===== src/rtl/pc_ctrl_pkg.sv =====
// Shared encodings for the PC-update sequencer: PC-source selects, op classes,
// exception vectors and FSM states.
package pc_ctrl_pkg;

    localparam logic [2:0] PCS_PC      = 3'b000;
    localparam logic [2:0] PCS_ALU     = 3'b001;
    localparam logic [2:0] PCS_EPC     = 3'b010;
    localparam logic [2:0] PCS_MDR     = 3'b011;
    localparam logic [2:0] PCS_ALUOUT  = 3'b100;
    localparam logic [2:0] PCS_EXCBYTE = 3'b101;
    localparam logic [2:0] PCS_JUMP    = 3'b110;
    localparam logic [2:0] PCS_REGA    = 3'b111;

    localparam logic [31:0] VEC_OPCODE = 32'd253;
    localparam logic [31:0] VEC_OVF    = 32'd254;
    localparam logic [31:0] VEC_DIV0   = 32'd255;

    typedef enum logic [3:0] {
        OP_SEQ   = 4'd0,
        OP_BEQ   = 4'd1,
        OP_BNE   = 4'd2,
        OP_BLE   = 4'd3,
        OP_BGT   = 4'd4,
        OP_JUMP  = 4'd5,
        OP_JR    = 4'd6,
        OP_RTE   = 4'd7,
        OP_MEMPC = 4'd8
    } op_class_e;

    typedef enum logic [2:0] {
        ST_IDLE     = 3'd0,
        ST_UPDATE   = 3'd1,
        ST_EXC_SAVE = 3'd2,
        ST_EXC_READ = 3'd3,
        ST_EXC_WAIT = 3'd4,
        ST_EXC_LOAD = 3'd5,
        ST_DONE     = 3'd6
    } state_e;

    // Unused op_class encodings behave as sequential fetch.
    function automatic op_class_e op_sanitize(input logic [3:0] raw);
        if (raw <= 4'd8) begin
            return op_class_e'(raw);
        end else begin
            return OP_SEQ;
        end
    endfunction

    function automatic logic [2:0] op_pc_source(input op_class_e op);
        case (op)
            OP_BEQ, OP_BNE, OP_BLE, OP_BGT: return PCS_ALUOUT;
            OP_JUMP:                        return PCS_JUMP;
            OP_JR:                          return PCS_REGA;
            OP_RTE:                         return PCS_EPC;
            OP_MEMPC:                       return PCS_MDR;
            default:                        return PCS_ALU;
        endcase
    endfunction

    function automatic logic op_pc_write(input op_class_e op, input logic zero,
                                         input logic gt);
        case (op)
            OP_BEQ:  return zero;
            OP_BNE:  return !zero;
            OP_BLE:  return !gt;
            OP_BGT:  return gt;
            default: return 1'b1;
        endcase
    endfunction

endpackage


===== src/rtl/pc_update_ctrl_exc_priority.sv =====
// Fixed-priority exception encoder: opcode beats overflow beats divide-by-zero.
module pc_update_ctrl_exc_priority
    import pc_ctrl_pkg::*;
(
    input  logic        exc_opcode_i,
    input  logic        exc_overflow_i,
    input  logic        exc_div0_i,
    output logic        valid_o,
    output logic [31:0] vec_o
);

    // Select the winning exception vector.
    always_comb begin
        valid_o = exc_opcode_i | exc_overflow_i | exc_div0_i;
        if (exc_opcode_i) begin
            vec_o = VEC_OPCODE;
        end else if (exc_overflow_i) begin
            vec_o = VEC_OVF;
        end else if (exc_div0_i) begin
            vec_o = VEC_DIV0;
        end else begin
            vec_o = 32'd0;
        end
    end

endmodule


===== src/rtl/pc_update_ctrl.sv =====
// PC-update sequencer: resolves branches, runs the exception-vector fetch and
// pulses PC/EPC writes. Outputs are registered from the next state.
module pc_update_ctrl
    import pc_ctrl_pkg::*;
#(
    parameter int MEM_LAT = 2
) (
    input  logic        clk,
    input  logic        reset,
    input  logic        start,
    input  logic [3:0]  op_class,
    input  logic        zero,
    input  logic        gt,
    input  logic        exc_opcode,
    input  logic        exc_overflow,
    input  logic        exc_div0,
    output logic [2:0]  pc_source,
    output logic        pc_write,
    output logic        epc_write,
    output logic        mem_read_exc,
    output logic [31:0] exc_addr,
    output logic        busy,
    output logic        done
);

    localparam logic [2:0] WAIT_LOAD = (MEM_LAT > 1) ? 3'(MEM_LAT - 2) : 3'd0;

    state_e      state_q, state_d;
    op_class_e   op_q, op_d;
    logic        zero_q, zero_d;
    logic        gt_q, gt_d;
    logic [31:0] vec_q, vec_d;
    logic [2:0]  cnt_q, cnt_d;

    logic        exc_valid_s;
    logic [31:0] exc_vec_s;

    logic [2:0]  pc_source_q, pc_source_d;
    logic        pc_write_q, pc_write_d;
    logic        epc_write_q, epc_write_d;
    logic        mem_read_q, mem_read_d;
    logic [31:0] exc_addr_q, exc_addr_d;
    logic        busy_q, busy_d;
    logic        done_q, done_d;

    pc_update_ctrl_exc_priority u_exc_priority (
        .exc_opcode_i   (exc_opcode),
        .exc_overflow_i (exc_overflow),
        .exc_div0_i     (exc_div0),
        .valid_o        (exc_valid_s),
        .vec_o          (exc_vec_s)
    );

    // State, latched request fields and registered outputs.
    always_ff @(posedge clk) begin
        if (reset) begin
            state_q     <= ST_IDLE;
            op_q        <= OP_SEQ;
            zero_q      <= 1'b0;
            gt_q        <= 1'b0;
            vec_q       <= 32'd0;
            cnt_q       <= 3'd0;
            pc_source_q <= PCS_PC;
            pc_write_q  <= 1'b0;
            epc_write_q <= 1'b0;
            mem_read_q  <= 1'b0;
            exc_addr_q  <= 32'd0;
            busy_q      <= 1'b0;
            done_q      <= 1'b0;
        end else begin
            state_q     <= state_d;
            op_q        <= op_d;
            zero_q      <= zero_d;
            gt_q        <= gt_d;
            vec_q       <= vec_d;
            cnt_q       <= cnt_d;
            pc_source_q <= pc_source_d;
            pc_write_q  <= pc_write_d;
            epc_write_q <= epc_write_d;
            mem_read_q  <= mem_read_d;
            exc_addr_q  <= exc_addr_d;
            busy_q      <= busy_d;
            done_q      <= done_d;
        end
    end

    // Next-state logic; request fields are captured only on an accepted start.
    always_comb begin
        state_d = state_q;
        op_d    = op_q;
        zero_d  = zero_q;
        gt_d    = gt_q;
        vec_d   = vec_q;
        cnt_d   = cnt_q;
        case (state_q)
            ST_IDLE: begin
                if (start) begin
                    op_d    = op_sanitize(op_class);
                    zero_d  = zero;
                    gt_d    = gt;
                    vec_d   = exc_vec_s;
                    state_d = exc_valid_s ? ST_EXC_SAVE : ST_UPDATE;
                end else begin
                    state_d = ST_IDLE;
                end
            end
            ST_UPDATE:   state_d = ST_DONE;
            ST_EXC_SAVE: state_d = ST_EXC_READ;
            ST_EXC_READ: begin
                if (MEM_LAT > 1) begin
                    state_d = ST_EXC_WAIT;
                    cnt_d   = WAIT_LOAD;
                end else begin
                    state_d = ST_EXC_LOAD;
                end
            end
            ST_EXC_WAIT: begin
                if (cnt_q == 3'd0) begin
                    state_d = ST_EXC_LOAD;
                end else begin
                    cnt_d = cnt_q - 3'd1;
                end
            end
            ST_EXC_LOAD: state_d = ST_DONE;
            ST_DONE:     state_d = ST_IDLE;
            default:     state_d = ST_IDLE;
        endcase
    end

    // Output decode from the next state so the registered strobes line up with it.
    always_comb begin
        pc_source_d = PCS_PC;
        pc_write_d  = 1'b0;
        epc_write_d = 1'b0;
        mem_read_d  = 1'b0;
        exc_addr_d  = 32'd0;
        busy_d      = (state_d != ST_IDLE);
        done_d      = 1'b0;
        case (state_d)
            ST_UPDATE: begin
                pc_source_d = op_pc_source(op_d);
                pc_write_d  = op_pc_write(op_d, zero_d, gt_d);
            end
            ST_EXC_SAVE: epc_write_d = 1'b1;
            ST_EXC_READ: begin
                mem_read_d = 1'b1;
                exc_addr_d = vec_d;
            end
            ST_EXC_WAIT: exc_addr_d = vec_d;
            ST_EXC_LOAD: begin
                pc_source_d = PCS_EXCBYTE;
                pc_write_d  = 1'b1;
            end
            ST_DONE: done_d = 1'b1;
            default: pc_source_d = PCS_PC;
        endcase
    end

    assign pc_source    = pc_source_q;
    assign pc_write     = pc_write_q;
    assign epc_write    = epc_write_q;
    assign mem_read_exc = mem_read_q;
    assign exc_addr     = exc_addr_q;
    assign busy         = busy_q;
    assign done         = done_q;

endmodule


===== config.mk =====
export PLATFORM = sky130hd
export DESIGN_NAME = pc_update_ctrl
export DESIGN_NICKNAME = d
export VERILOG_FILES = /design/src/rtl/pc_ctrl_pkg.sv /design/src/rtl/pc_update_ctrl_exc_priority.sv /design/src/rtl/pc_update_ctrl.sv
export SDC_FILE = /design/constraint.sdc
export NUM_CORES = 1
export LEC_CHECK = 0
export CELL_PAD_IN_SITES_DETAIL_PLACEMENT = 1
export CELL_PAD_IN_SITES_GLOBAL_PLACEMENT = 2
export CORE_ASPECT_RATIO = 1.75
export CORE_MARGIN = 5
export CORE_UTILIZATION = 34
export DETAILED_ROUTE_END_ITERATION = 10
export HOLD_SLACK_MARGIN = 0.03
export MAX_ROUTING_LAYER = met4
export PLACE_DENSITY_LB_ADDON = 0.1
export SLEW_MARGIN = 20
export SYNTH_ARGS = -nofsm -noshare
export SYNTH_HDL_FRONTEND = slang
export SYNTH_SLANG_ARGS = --single-unit

===== constraint.sdc =====
create_clock -name clk -period 2.9 [get_ports clk]
set_input_delay 0.725 -clock clk [delete_from_list [all_inputs] [get_ports clk]]
set_output_delay 0.725 -clock clk [all_outputs]
set_load 0.02 [all_outputs]

==> impl_metrics.toml <==
[status]
status = "completed"

[flow_run]
drv_cap = 0

[timing]
skew_ps = 6.43
worst_pin_slew_ps = 668
final.setup.tns_ps = 0
period_minus_slack_ps = 2140
rsz0062_at_grt = "false"
setup_viol = 0
fmax_mhz = 467
maxSlewHeadroom = 0.552
fin_crit_sh = 0.738
hold_viol = 0
drv_slew = 0
fin_ws_ps = 761

[worst_setup_path]
max_stage_delay_ps = 520
r2r_cells = 7
arrival_ps = 2400
start_kind = "flop"
crit_path_frequent_cell = "nor2b_1"
cp.required_ps = 3160
end_kind = "flop"
critical_path_class = "reg2reg"
cpMaxStageDelayCell = "nor3_1"
crit_fanout = 23
path_cells = "inv_1 > ha_1 > nor2b_1 > nor3_1 > a21oi_2 > buf_4 > nor2b_1"

[clock_network]
cts-root-buf = "clkbuf_16"
post_cts_buffers = 0
clock-sinks = 82
clk_latency_ps = 320
cts-buffers-inserted = 9
cts_tree = "built"
hold_buffers = 0
clk_path_buf_depth = 2
htreeDepth = 3
clk_pin_slew_worst_paths_ps = 60
cts-resized-gates = 0

[die]
dieArea_um2 = 9880
die_w_um = 77.3
initial_core_util = 0.343
die_h_um = 128
coreArea_um2 = 7860
rows = 43
io_pins = 52

[pwr]
pwr-share-clk = 0.408
power_leakage_nw = 1.34
p_per_area_nw_per_um2 = 700
ir_worst_vdd_mv = 0.364
comb_power_share = 0.113
p_sw_mw = 0.620
power.total_mw = 2.51
swShare = 0.247
p_seq_frac = 0.479
internal_power_mw = 1.89

[logic_synthesis]
ys_types = 48
synth_cells = 253
ys_top_cells_by_area = "dfxtp_1 (61%), nor2b_1 (7.4%), and2_1 (5.6%), a21oi_1 (1.9%), o21a_1 (1.7%)"
yosys-top-cells-count = "dfxtp_1 (82), nor2b_1 (32), and2_1 (24), nor2_1 (11)"
synthesis.nets = 267
yosys_warnings = 0
synth.most_common_cell = "dfxtp_1"
synth_area_leader_cell = "dfxtp_1"
yosysSeqAreaShare = 0.609
ys.flop_type = "dfxtp_1"
syn_area_per_cell_um2 = 10.7
synth_seq_cells = 82
synth_edf_count = 0
syn-cell-area_um2 = 2700
synth-async-reset-ratio = 0
yosysTopAreaCellShare = 0.609

[drt]
vias = 1921
drt-vias-per-instance = 4.77
drtAntennaViolNets = 0
drt_wl_total_um = 5730
dr.pass1.iters = 3
drt_iter0_markers = 86
drc = 0
avgRoutedWirePerCell_um = 14.2

[placed_design]
placed_cell_area_um2 = 3310
io_buffer_count = 51
dp_hpwl_um = 3960
gp_routability_congestion = 0.773
pre_cts_ws_ps = 430

[global_route]
grt_pass1_wl_um = 9670
overflow = 0
grt_usage = 0.128
antenna_found_initial = 0
grt_pass1_vias = 2070
grt_max_degree = 25

[finish]
layout-drive-gt1-share = 0.0927
antenna_cells = 0
fin_nets = 322
syn2layout_area_growth_pct = 32.9
final_area_um2 = 3580

[worst_hold_path]
hold-path-cell-count = 1
hold_path_class = "reg2reg"
[power by group through the flow]
stage,clock network [mW],registers (mW),logic [mW]
2_1_floorplan,0,1.23,0.167
3_3_place_gp,0,1.23,0.289
3_5_place_dp,0,1.23,0.291
4_1_cts,1.06,1.20,0.292
5_1_grt,1.11,1.21,0.313
6_report,1.02,1.20,0.283
[routing by layer]
layer | up-vias | share of wire | GRT usage
met4 | 0 | 0.017 | 0.0668
li1 | 958 | - | -
met1 | 917 | 0.43 | 0.134
met3 | 7 | 0.040 | 0.0345
met5 | - | 0 | -
met2 | 39 | 0.52 | 0.216
[through the flow]
| step | instances | utilization | hold slack, ps |
|---|---|---|---|
| after global placement | 387 | 0.421 | 434 |
| after floorplan | 253 | - | 420 |
| after CTS | 403 | 0.456 | 453 |
| after detailed placement | 387 | 0.421 | 434 |
| after global routing | 403 | 0.456 | 462 |
| final | 403 | 0.456 | 446 |
[placed cells by master, fill, tap and decap left out, drive strengths merged, types with 2 or more instances in the layout]
cell and n:
o21a 6, and3 2, clkinv 2, clkbuf 12
nand2 11, o31ai 2, clkdlybuf4s50 51, clkinvlp 3
nor2b 32, dfxtp 82, xor2 2, nand3 5
ha 2, a31oi 3, a21oi 10, mux2i 3
nor3b 2, a211oi 6, nor4b 2, and2 24
nor2 11, o21ai 4, buf 7, nor3 6
inv 7
[worst max-delay path: cells and delay by family, from the launching register on]
kind / cells / cell delay, ps
AO/OA/AOI/OAI: 1 / 300
adder cells (fa/ha/maj): 1 / 210
buffers and inverters: 2 / 380
flip-flops: 1 / 350
AND/OR/NAND/NOR: 3 / 820
[flip-flops by register name, indices dropped and copies added (netlist names)]
signal,cells
busy,1
cnt_q,3
done,1
epc_write,1
exc_addr,32
mem_read_exc,1
op_q,4
pc_source,3
pc_write,1
state_q,3
vec_q,32
[cell type report]
| class | instances | area [µm²] |
|---|---|---|
| inverter | 8 | 30.0 |
| multi-input combinational | 149 | 961 |
| fill | 883 | 4270 |
| tap | 90 | 113 |
| clock buffer | 12 | 246 |
| clock inverter | 4 | 27.5 |
| sequential | 82 | 1640 |
| timing repair buffer | 58 | 563 |
[cells by family after synthesis]
kind of cell / Yosys count / share of synthesized area
fa+ha+maj: 2 / 0.00928
xor+xnor: 2 / 0.00650
flops: 82 / 0.609
mux: 3 / 0.0111
buf+inv: 22 / 0.0357
simple gates: 100 / 0.221
compound gates: 42 / 0.108
[path summary, 6_finish.rpt]
path | slack [ps] | to | from
worst max-delay path | 760 | exc_addr[17] | cnt_q[0]
worst min-delay path | 450 | vec_q[31] | vec_q[31]
worst max register to register | 760 | exc_addr[17] | cnt_q[0]
worst min register to register | 450 | vec_q[31] | vec_q[31]
Power figures use the tool's default switching activity.
